===== src/rtl/roic_tx_framer.sv =====
// ---------------------------------------------------------------------------
// roic_tx_framer
//   Serialises 24-bit ROIC words into three bytes, one per clk_div cycle, for
//   a downstream 8:1 DDR OSERDESE2. A parallel frame lane carries FF,F0,00 so
//   the receiver's frame-clock rising edge always marks a word's MSB byte.
//   When no word is accepted at a word boundary, IDLE_WORD is sent instead.
//
// Ports
//   clk_div      in   byte clock (posedge only)
//   rst_n        in   asynchronous active-low reset
//   tx_en        in   enables word acceptance
//   word_in      in   parallel word to transmit
//   word_valid   in   word_in is valid
//   word_ready   out  word accepted this cycle when word_valid is also high
//   tx_byte      out  data byte to OSERDESE2 D inputs, bit 7 first
//   tx_frame     out  frame-clock byte to frame-lane OSERDESE2, bit 7 first
//   underrun_cnt out  saturating count of idle insertions while tx_en=1
//   word_cnt     out  wrapping count of accepted words
// ---------------------------------------------------------------------------
module roic_tx_framer #(
    parameter int                   WORD_SIZE = 24,
    parameter int                   DEV_W     = 8,
    parameter logic [WORD_SIZE-1:0] IDLE_WORD = 24'hA5_5A_C3
) (
    input  logic                 clk_div,
    input  logic                 rst_n,
    input  logic                 tx_en,
    input  logic [WORD_SIZE-1:0] word_in,
    input  logic                 word_valid,
    output logic                 word_ready,
    output logic [DEV_W-1:0]     tx_byte,
    output logic [DEV_W-1:0]     tx_frame,
    output logic [15:0]          underrun_cnt,
    output logic [15:0]          word_cnt
);

    localparam logic [DEV_W-1:0] FRAME_MSB = '1;
    localparam logic [DEV_W-1:0] FRAME_MID = {{(DEV_W/2){1'b1}}, {(DEV_W/2){1'b0}}};
    localparam logic [DEV_W-1:0] FRAME_LSB = '0;

    // idx names the byte currently on tx_byte; 2 means the LSB is out and the
    // next edge starts a new word.
    logic [1:0]           idx;
    logic [WORD_SIZE-1:0] cur_word;
    logic [WORD_SIZE-1:0] load_word;
    logic                 handshake;

    always_comb begin
        word_ready = (idx == 2'd2) & tx_en;
        handshake  = word_ready & word_valid;
        load_word  = handshake ? word_in : IDLE_WORD;
    end

    always_ff @(posedge clk_div or negedge rst_n) begin
        if (!rst_n) begin
            idx          <= 2'd2;
            cur_word     <= IDLE_WORD;
            tx_byte      <= '0;
            tx_frame     <= '0;
            underrun_cnt <= '0;
            word_cnt     <= '0;
        end else begin
            case (idx)
                2'd2: begin
                    // MSB goes out directly from the loaded word, so it
                    // appears on the same edge as the handshake.
                    cur_word <= load_word;
                    tx_byte  <= load_word[WORD_SIZE-1 -: DEV_W];
                    tx_frame <= FRAME_MSB;
                    idx      <= 2'd0;
                    if (handshake)
                        word_cnt <= word_cnt + 16'd1;
                    if (tx_en && !word_valid && (underrun_cnt != '1))
                        underrun_cnt <= underrun_cnt + 16'd1;
                end
                2'd0: begin
                    tx_byte  <= cur_word[WORD_SIZE-DEV_W-1 -: DEV_W];
                    tx_frame <= FRAME_MID;
                    idx      <= 2'd1;
                end
                2'd1: begin
                    tx_byte  <= cur_word[DEV_W-1:0];
                    tx_frame <= FRAME_LSB;
                    idx      <= 2'd2;
                end
                default: begin
                    // Illegal index: realign to a word boundary.
                    idx <= 2'd2;
                end
            endcase
        end
    end

endmodule


===== config.mk =====
export PLATFORM = sky130hd
export DESIGN_NAME = roic_tx_framer
export DESIGN_NICKNAME = d
export VERILOG_FILES = /design/src/rtl/roic_tx_framer.sv
export SDC_FILE = /design/constraint.sdc
export NUM_CORES = 1
export LEC_CHECK = 0
export CORE_UTILIZATION = 35
export DETAILED_ROUTE_END_ITERATION = 12
export PLACE_DENSITY = 0.63
export REMOVE_ABC_BUFFERS = 1
export SYNTH_ARGS = -nofsm -noshare
export SYNTH_HDL_FRONTEND = slang
export SYNTH_SLANG_ARGS = --single-unit

===== constraint.sdc =====
create_clock -name clk_div -period 3.2 [get_ports clk_div]
set_input_delay 0.64 -clock clk_div [delete_from_list [all_inputs] [get_ports clk_div]]
set_output_delay 0.64 -clock clk_div [all_outputs]
set_load 0.005 [all_outputs]

==> results of run 1 <==
## per-layer routing
layer  vias to the layer above  GRT usage  share of wire
met2                        70      0.243           0.45
li1                        942          -              -
met5                         -          0              0
met1                       949      0.215           0.47
met4                         0     0.0894          0.023
met3                        13     0.0364          0.060
## power groups by stage
stage | Clock, W | Combinational (W) | Sequential [W]
6_report | 0.000790 | 0.000245 | 0.000896
5_1_grt | 0.000841 | 0.000278 | 0.000909
4_1_cts | 0.000808 | 0.000250 | 0.000900
3_5_place_dp | 0 | 0.000249 | 0.000913
3_3_place_gp | 0 | 0.000247 | 0.000909
2_1_floorplan | 0 | 0.0000750 | 0.000899
## flip-flops by register name (all words and copies together), names as in the netlist
name	flops
word_cnt	16
underrun_cnt	16
tx_frame	2
idx	2
tx_byte	8
cur_word	16
## placed cells by master, fill, tap and decap left out, types with 2 or more instances in the layout
cell type / n
o21ai_0: 4
o22a_1: 8
a221o_1: 4
dfrtp_1: 51
bufinv_16: 2
clkbuf_8: 12
o221ai_1: 4
nand4_1: 6
and4_1: 2
nand3_1: 7
dfstp_2: 9
ha_1: 2
nor2_1: 13
and2_1: 2
buf_4: 6
nor4_1: 2
nor3_1: 6
mux2i_1: 8
or2_2: 2
clkinv_2: 2
xnor2_1: 12
and3_1: 5
nor4bb_1: 2
nand2_1: 19
a22o_1: 8
inv_1: 2
xor2_1: 18
clkdlybuf4s50_1: 75
## cells by family after synthesis
kind of cell / after synthesis / share of synthesized area
XOR/XNOR: 30 / 0.0995
buffers and inverters: 19 / 0.0370
multiplexers: 9 / 0.0346
adder cells (fa/ha/maj): 2 / 0.00948
AND/OR/NAND/NOR: 73 / 0.151
flip-flops: 60 / 0.573
AO/OA/AOI/OAI: 30 / 0.0953
## final timing paths
kind	start	endpoint	slack, ps	cells past startpoint
min	rst_n	tx_byte[4]$_DFFE_PN0P_	450	1
min reg2reg	word_cnt[15]$_DFFE_PN0P_	word_cnt[15]$_DFFE_PN0P_	470	1
max in group asynchronous	rst_n	cur_word[10]$_DFFE_PN0N_	2010	2
max	idx[1]$_DFF_PN1_	word_ready	590	3
max reg2reg	underrun_cnt[0]$_DFFE_PN0P_	underrun_cnt[1]$_DFFE_PN0P_	950	6
min in group clk_div	word_cnt[15]$_DFFE_PN0P_	word_cnt[15]$_DFFE_PN0P_	470	1
## area by class of cell
type,instances,area (µm²)
well taps,99,124
multi-input cells,144,1030
flip-flops and latches,60,1510
inverters,2,7.51
repair buffers,82,801
clock inverters,4,70.1
fillers,655,3540
clock buffers,12,165
## per-stage QoR
stage / hold slack (ps) / power (W) / worst slack, ps
CTS: 467 / 0.00196 / 588
detailed placement: 470 / 0.00116 / 640
floorplan: 344 / 0.000974 / 895
finish: 449 / 0.00193 / 586
global placement: 466 / 0.00116 / 718
global route: 505 / 0.00203 / 480
==> metrics.md, run 1 <==
| Metric | Value |
|---|---|
| Global-route wire length before repair | `9450 µm` |
| CTS tree | `done` |
| RSZ-0062 raised after global routing | `false` |
| Clock Sinks | `60` |
| EDFF count, synth | `0` |
| Sw frac | `0.230` |
| Skew final | `5.88 ps` |
| PostCTS Resize Cnt | `0` |
| Least-Margin Pin Slew | `955 ps` |
| Hold buffers post-CTS | `0` |
| Initial antenna violation count | `0` |
| Max-cap viol count | `0` |
| Top-count cell post-synth | `dfrtp_1` |
| Post-synth top area cell | `dfrtp_1` |
| Worst Path Required | `between 2000 and 3000 ps` |
| Detailed Route Iter0 Violations | `94` |
| Io pins | `a little under 80` |
| Total die area | `0.00789 mm²` |
| Final Hold Fails | `0` |
| Slowest cell on crit path | `dfstp_2` |
| Power share of the clock group | `0.409` |
| Gate power share | `0.127` |
| Yosys top cell area share | `0.483` |
| Most used DFF post-synth | `dfrtp_1` |
| CTS clk-pin slew, worst paths | `70 ps` |
| Die W | `88.9 µm` |
| Tcrit/Tclk final | `0.817` |
| FP Rows | `31` |
| Max clock buf depth | `2` |
| Layout area overhead | `40.5%` |
| Drc violations | `0` |
| Total track usage | `0.161` |
| Clock latency on the worst-skew pair | `330 ps` |
| Post-synth top cells | `51 x dfrtp_1, 19 x nand2_1, 18 x xor2_1` |
| Final setup vio count | `0` |
| Register area share after synthesis | `0.573` |
| Routed vias | `1974` |
| Die height | `88.9 µm` |
| Wirelength per Cell | `14.3 µm` |
| CTS root buf | `clkbuf_8` |
| Critical Path AT | `1970 ps` |
| Setup Buffers After CTS | `0` |
| Crit path time final | `2610 ps` |
| CP Launch Type | `flip-flop` |
| Internal power | `between 0.001 and 0.0015 W` |
| Status | `complete, no violations` |
| Max incr delay on CP | `770 ps` |
| CP Class | `reg2out` |
| Antenna Violating Nets Remaining | `0` |
| Async SR Flop Fraction | `1.00` |
| Mapped Cells | `223` |
| Num CTS Buffers | `9` |
| Post-synth cell types | `37` |
| Max-slew violation count | `0` |
| Synth Register Bits | `60` |
| Core area | `0.00725 mm²` |
| VDD IR max | `205 µV` |
| Detailed Routing Iterations Pass 1 | `4` |
| Worst Path Max Fanout | `21` |
| Mapped Area | `about 0.0026 mm²` |
| Final instance area | `between 0.003 and 0.004 mm²` |
| Largest net degree at the start of global routing | `44` |
| GR Overflow Total | `0` |
| Leakage Power | `1.68 nW` |
| Reg power frac | `0.464` |
| DP Area | `0.00347 mm²` |
| # placed instances | `387` |
| Final HPWL DP | `4140 µm` |
| Setup TNS | `0 ps` |
| Power Density | `521 mW/mm²` |
| CP Capture Type | `output port` |
| Port bufs | `76` |
| Syn_area_per_cell | `11.8 µm²` |
| Post-layout util | `0.511` |
| Vias per cell | `4.90` |
| Vias in the first global route | `~1900` |
| Largest cells by area after synthesis | `dfrtp_1 48%, dfstp_2 9.0%, xor2_1 6.0%, xnor2_1 4.0%, mux2i_1 3.0%` |
| Max Clk Rate | `0.382 GHz` |
| N_diodes | `0` |
| WL final | `5750 µm` |
| Crit-path cells | `nor2b_1 -> and2_1 -> clkdlybuf4s50_1` |
| CP top delay family | `flip-flops` |
| Slew headroom | `0.363` |
| Final nets | `329` |
| Hold Crit Class | `in2async` |
| GPL Wtd Cong | `0.746` |
| H-tree lvl count | `3` |
| Syn. warnings | `0` |
| CP Buf/Inv Count | `1` |
| Final Non-Filler Cells | `403` |
| Net Switching | `0.000444 W` |
| Share of post-route cells with drive strength above 1 | `0.122` |
| Starting Density | `0.364` |
No activity file was read; power rests on OpenSTA's default activity.
==> run 2: changes to the inputs <==
PLACE_DENSITY = 0.65   (was 0.63)
clock period = 2.2 ns   (was 3.2 ns; I/O delays follow)
==> metrics.md, run 2 (synthesized netlist as in run 1, its figures left out) <==
| Metric | Value |
|---|---|
| Tcrit/Tclk final | `0.959` |
| Die W | `88.9 µm (unchanged)` |
| H-tree lvl count | `3 (unchanged)` |
| Crit-path cells | `nor2b_4 -> and2_1 -> clkdlybuf4s50_1` |
| Largest regs | `cur_word x16, underrun_cnt x16, word_cnt x16` |
| DP Worst Slack | `-64.1 ps (-704 ps)` |
| VDD IR max | `303 µV (+48%)` |
| Skew final | `6.86 ps (+0.988 ps)` |
| Leakage Power | `1.70 nW (+0.87%)` |
| Most common cell after layout, fill and taps aside | `clkdlybuf4s50_1` |
| Flop2flop setup slack | `350 ps (-600 ps)` |
| Post-layout util | `0.516 (+0.00449)` |
| Clock latency on the worst-skew pair | `330 ps (about the same)` |
| CTS root buf | `clkbuf_8` |
| Fillers | `679 (+3.7%)` |
| Final HPWL DP | `3990 µm (-3.5%)` |
| Vias in the first global route | `1890 (-2.0%)` |
| Routed vias | `1981 (+0.35%)` |
| Multi-input logic area | `0.00104 mm² (+0.73%)` |
| Total die area | `0.00789 mm² (unchanged)` |
| Hold Crit Class | `in2async` |
| Clock Sinks | `60 (unchanged)` |
| Layout area overhead | `41.8%` |
| N_diodes | `0 (unchanged)` |
| Num CTS Buffers | `9 (unchanged)` |
| RSZ-0062 raised after global routing | `false` |
| GR Overflow Total | `0 (unchanged)` |
| Antenna Violating Nets Remaining | `0 (unchanged)` |
| Global-route wire length before repair | `9290 µm (-1.7%)` |
| Max-slew violation count | `0 (unchanged)` |
| Initial antenna violation count | `0 (unchanged)` |
| Post-route worst setup slack | `89.1 ps (-496 ps)` |
| Crit path time final | `~2100 ps` |
| Drc violations | `0 (unchanged)` |
| Setup Buffers After CTS | `0 (unchanged)` |
| Share of post-route cells with drive strength above 1 | `0.139 (+0.0170)` |
| Max Clk Rate | `between 0.4 and 0.5 GHz` |
| Reg power frac | `0.487 (+0.023)` |
| Detailed Routing Iterations Pass 1 | `6 (+2)` |
| Power share of the clock group | `0.375 (-0.034)` |
| Flip-flop and latch area | `0.00151 mm² (unchanged)` |
| Total track usage | `0.161 (about the same)` |
| Total power | `0.00267 W (+38%)` |
| Internal power | `0.00202 W (+36%)` |
| Max-cap viol count | `0 (unchanged)` |
| Starting Density | `0.364 (unchanged)` |
| Largest net degree at the start of global routing | `61 (+39%)` |
| Port bufs | `76 (unchanged)` |
| Slowest cell on crit path | `dfstp_2` |
| Power Density | `713 mW/mm² (+37%)` |
| Sw frac | `0.241 (+0.0114)` |
| Final Hold Fails | `0 (unchanged)` |
| Gate power share | `0.137 (+0.010)` |
| Net Switching | `0.000643 W (+45%)` |
| Worst Path Max Fanout | `5 (-76%)` |
| CP Launch Type | `flip-flop` |
| Slew headroom | `0.739 (+0.376)` |
| Wirelength per Cell | `13.9 µm (-2.2%)` |
| CP Capture Type | `output port` |
| CTS tree | `done` |
| Final nets | `335 (+1.8%)` |
| FP Rows | `31 (unchanged)` |
| Detailed Route Iter0 Violations | `61 (-35%)` |
| CTS clk-pin slew, worst paths | `70 ps (about the same)` |
| Least-Margin Pin Slew | `386 ps (-569 ps)` |
| Most frequent cells in the layout | `75 x clkdlybuf4s50_1, 51 x dfrtp_1, 19 x nand2_1` |
| Vias per cell | `4.84 (-1.1%)` |
| Critical Path AT | `1670 ps (-300 ps)` |
| WL final | `5700 µm (-0.77%)` |
| GPL Wtd Cong | `0.759 (+1.8%)` |
| Setup TNS | `0 ps (unchanged)` |
| Io pins | `77 (unchanged)` |
| Die height | `88.9 µm (unchanged)` |
| CP Class | `reg2out` |
| Worst Path Required | `1760 ps (-800 ps)` |
| Status | `complete, no violations` |
| CP top delay family | `flip-flops` |
| Final setup vio count | `0 (unchanged)` |
| Core area | `0.00725 mm² (unchanged)` |
| CP Buf/Inv Count | `1 (unchanged)` |
| Max incr delay on CP | `560 ps (-210 ps)` |
| Max clock buf depth | `2 (unchanged)` |
-- run 2: worst paths after layout --
check                                            start  depth (start not counted)                     endpoint
setup / recovery                      idx[1]$_DFF_PN1_                          3                   word_ready
max in group asynchronous                        rst_n                          2             idx[1]$_DFF_PN1_
hold / removal                                   rst_n                          2  underrun_cnt[8]$_DFFE_PN0P_
hold reg to reg               word_cnt[15]$_DFFE_PN0P_                          1     word_cnt[15]$_DFFE_PN0P_
setup reg to reg           underrun_cnt[0]$_DFFE_PN0P_                          6  underrun_cnt[1]$_DFFE_PN0P_
min in group clk_div          word_cnt[15]$_DFFE_PN0P_                          1     word_cnt[15]$_DFFE_PN0P_
-- run 2: stage by stage --
| stage | std cells | hold slack, ps | area [µm²] |
|---|---|---|---|
| 5_1_grt | 409 | 115 | 3740 |
| 6_report | 409 | 110 | 3740 |
| 3_5_place_dp | 393 | 470 | 3530 |
| 4_1_cts | 409 | 118 | 3730 |
| 2_1_floorplan | 206 | 144 | 2550 |
| 3_3_place_gp | 393 | 458 | 3530 |
-- run 2: power by group through the flow --
stage / registers [W] / logic, W / clock network (W)
floorplan: 0.00131 / 0.000109 / 0
global placement: 0.00132 / 0.000361 / 0
detailed placement: 0.00132 / 0.000373 / 0
CTS: 0.00130 / 0.000374 / 0.00102
global route: 0.00132 / 0.000407 / 0.00108
finish: 0.00130 / 0.000366 / 0.00100
-- run 2: repair_timing --
| item | 4_1_cts | 5_1_grt |
|---|---|---|
| endpoints found under the setup margin | 0 | 1 |
| resized for setup | 0 | 2 |
| hold buffers | 0 | 0 |
-- run 2: layer usage --
| metal | GRT usage | share of wire | up-vias |
|---|---|---|---|
| met2 | 0.236 | 0.45 | 55 |
| met3 | 0.0513 | 0.055 | 7 |
| li1 | - | - | 956 |
| met1 | 0.226 | 0.49 | 963 |
| met5 | 0 | 0 | - |
| met4 | 0.0572 | 0.013 | 0 |
-- run 2: final cells by class --
| type | instances | share of cell area |
|---|---|---|
| Multi-Input combinational cell | 144 | 0.277 |
| Clock buffer | 12 | 0.0415 |
| Inverter | 2 | 0.00201 |
| Clock inverter | 4 | 0.0127 |
| Tap cell | 99 | 0.0331 |
| Timing Repair Buffer | 88 | 0.229 |
| Sequential cell | 60 | 0.404 |
-- run 2: worst register-to-register path: cells and delay by family (launching register included) --
family	cells	cell delay, ps
mux	1	350
simple gates	3	560
buf+inv	1	170
flops	1	420
fa+ha+maj	1	240
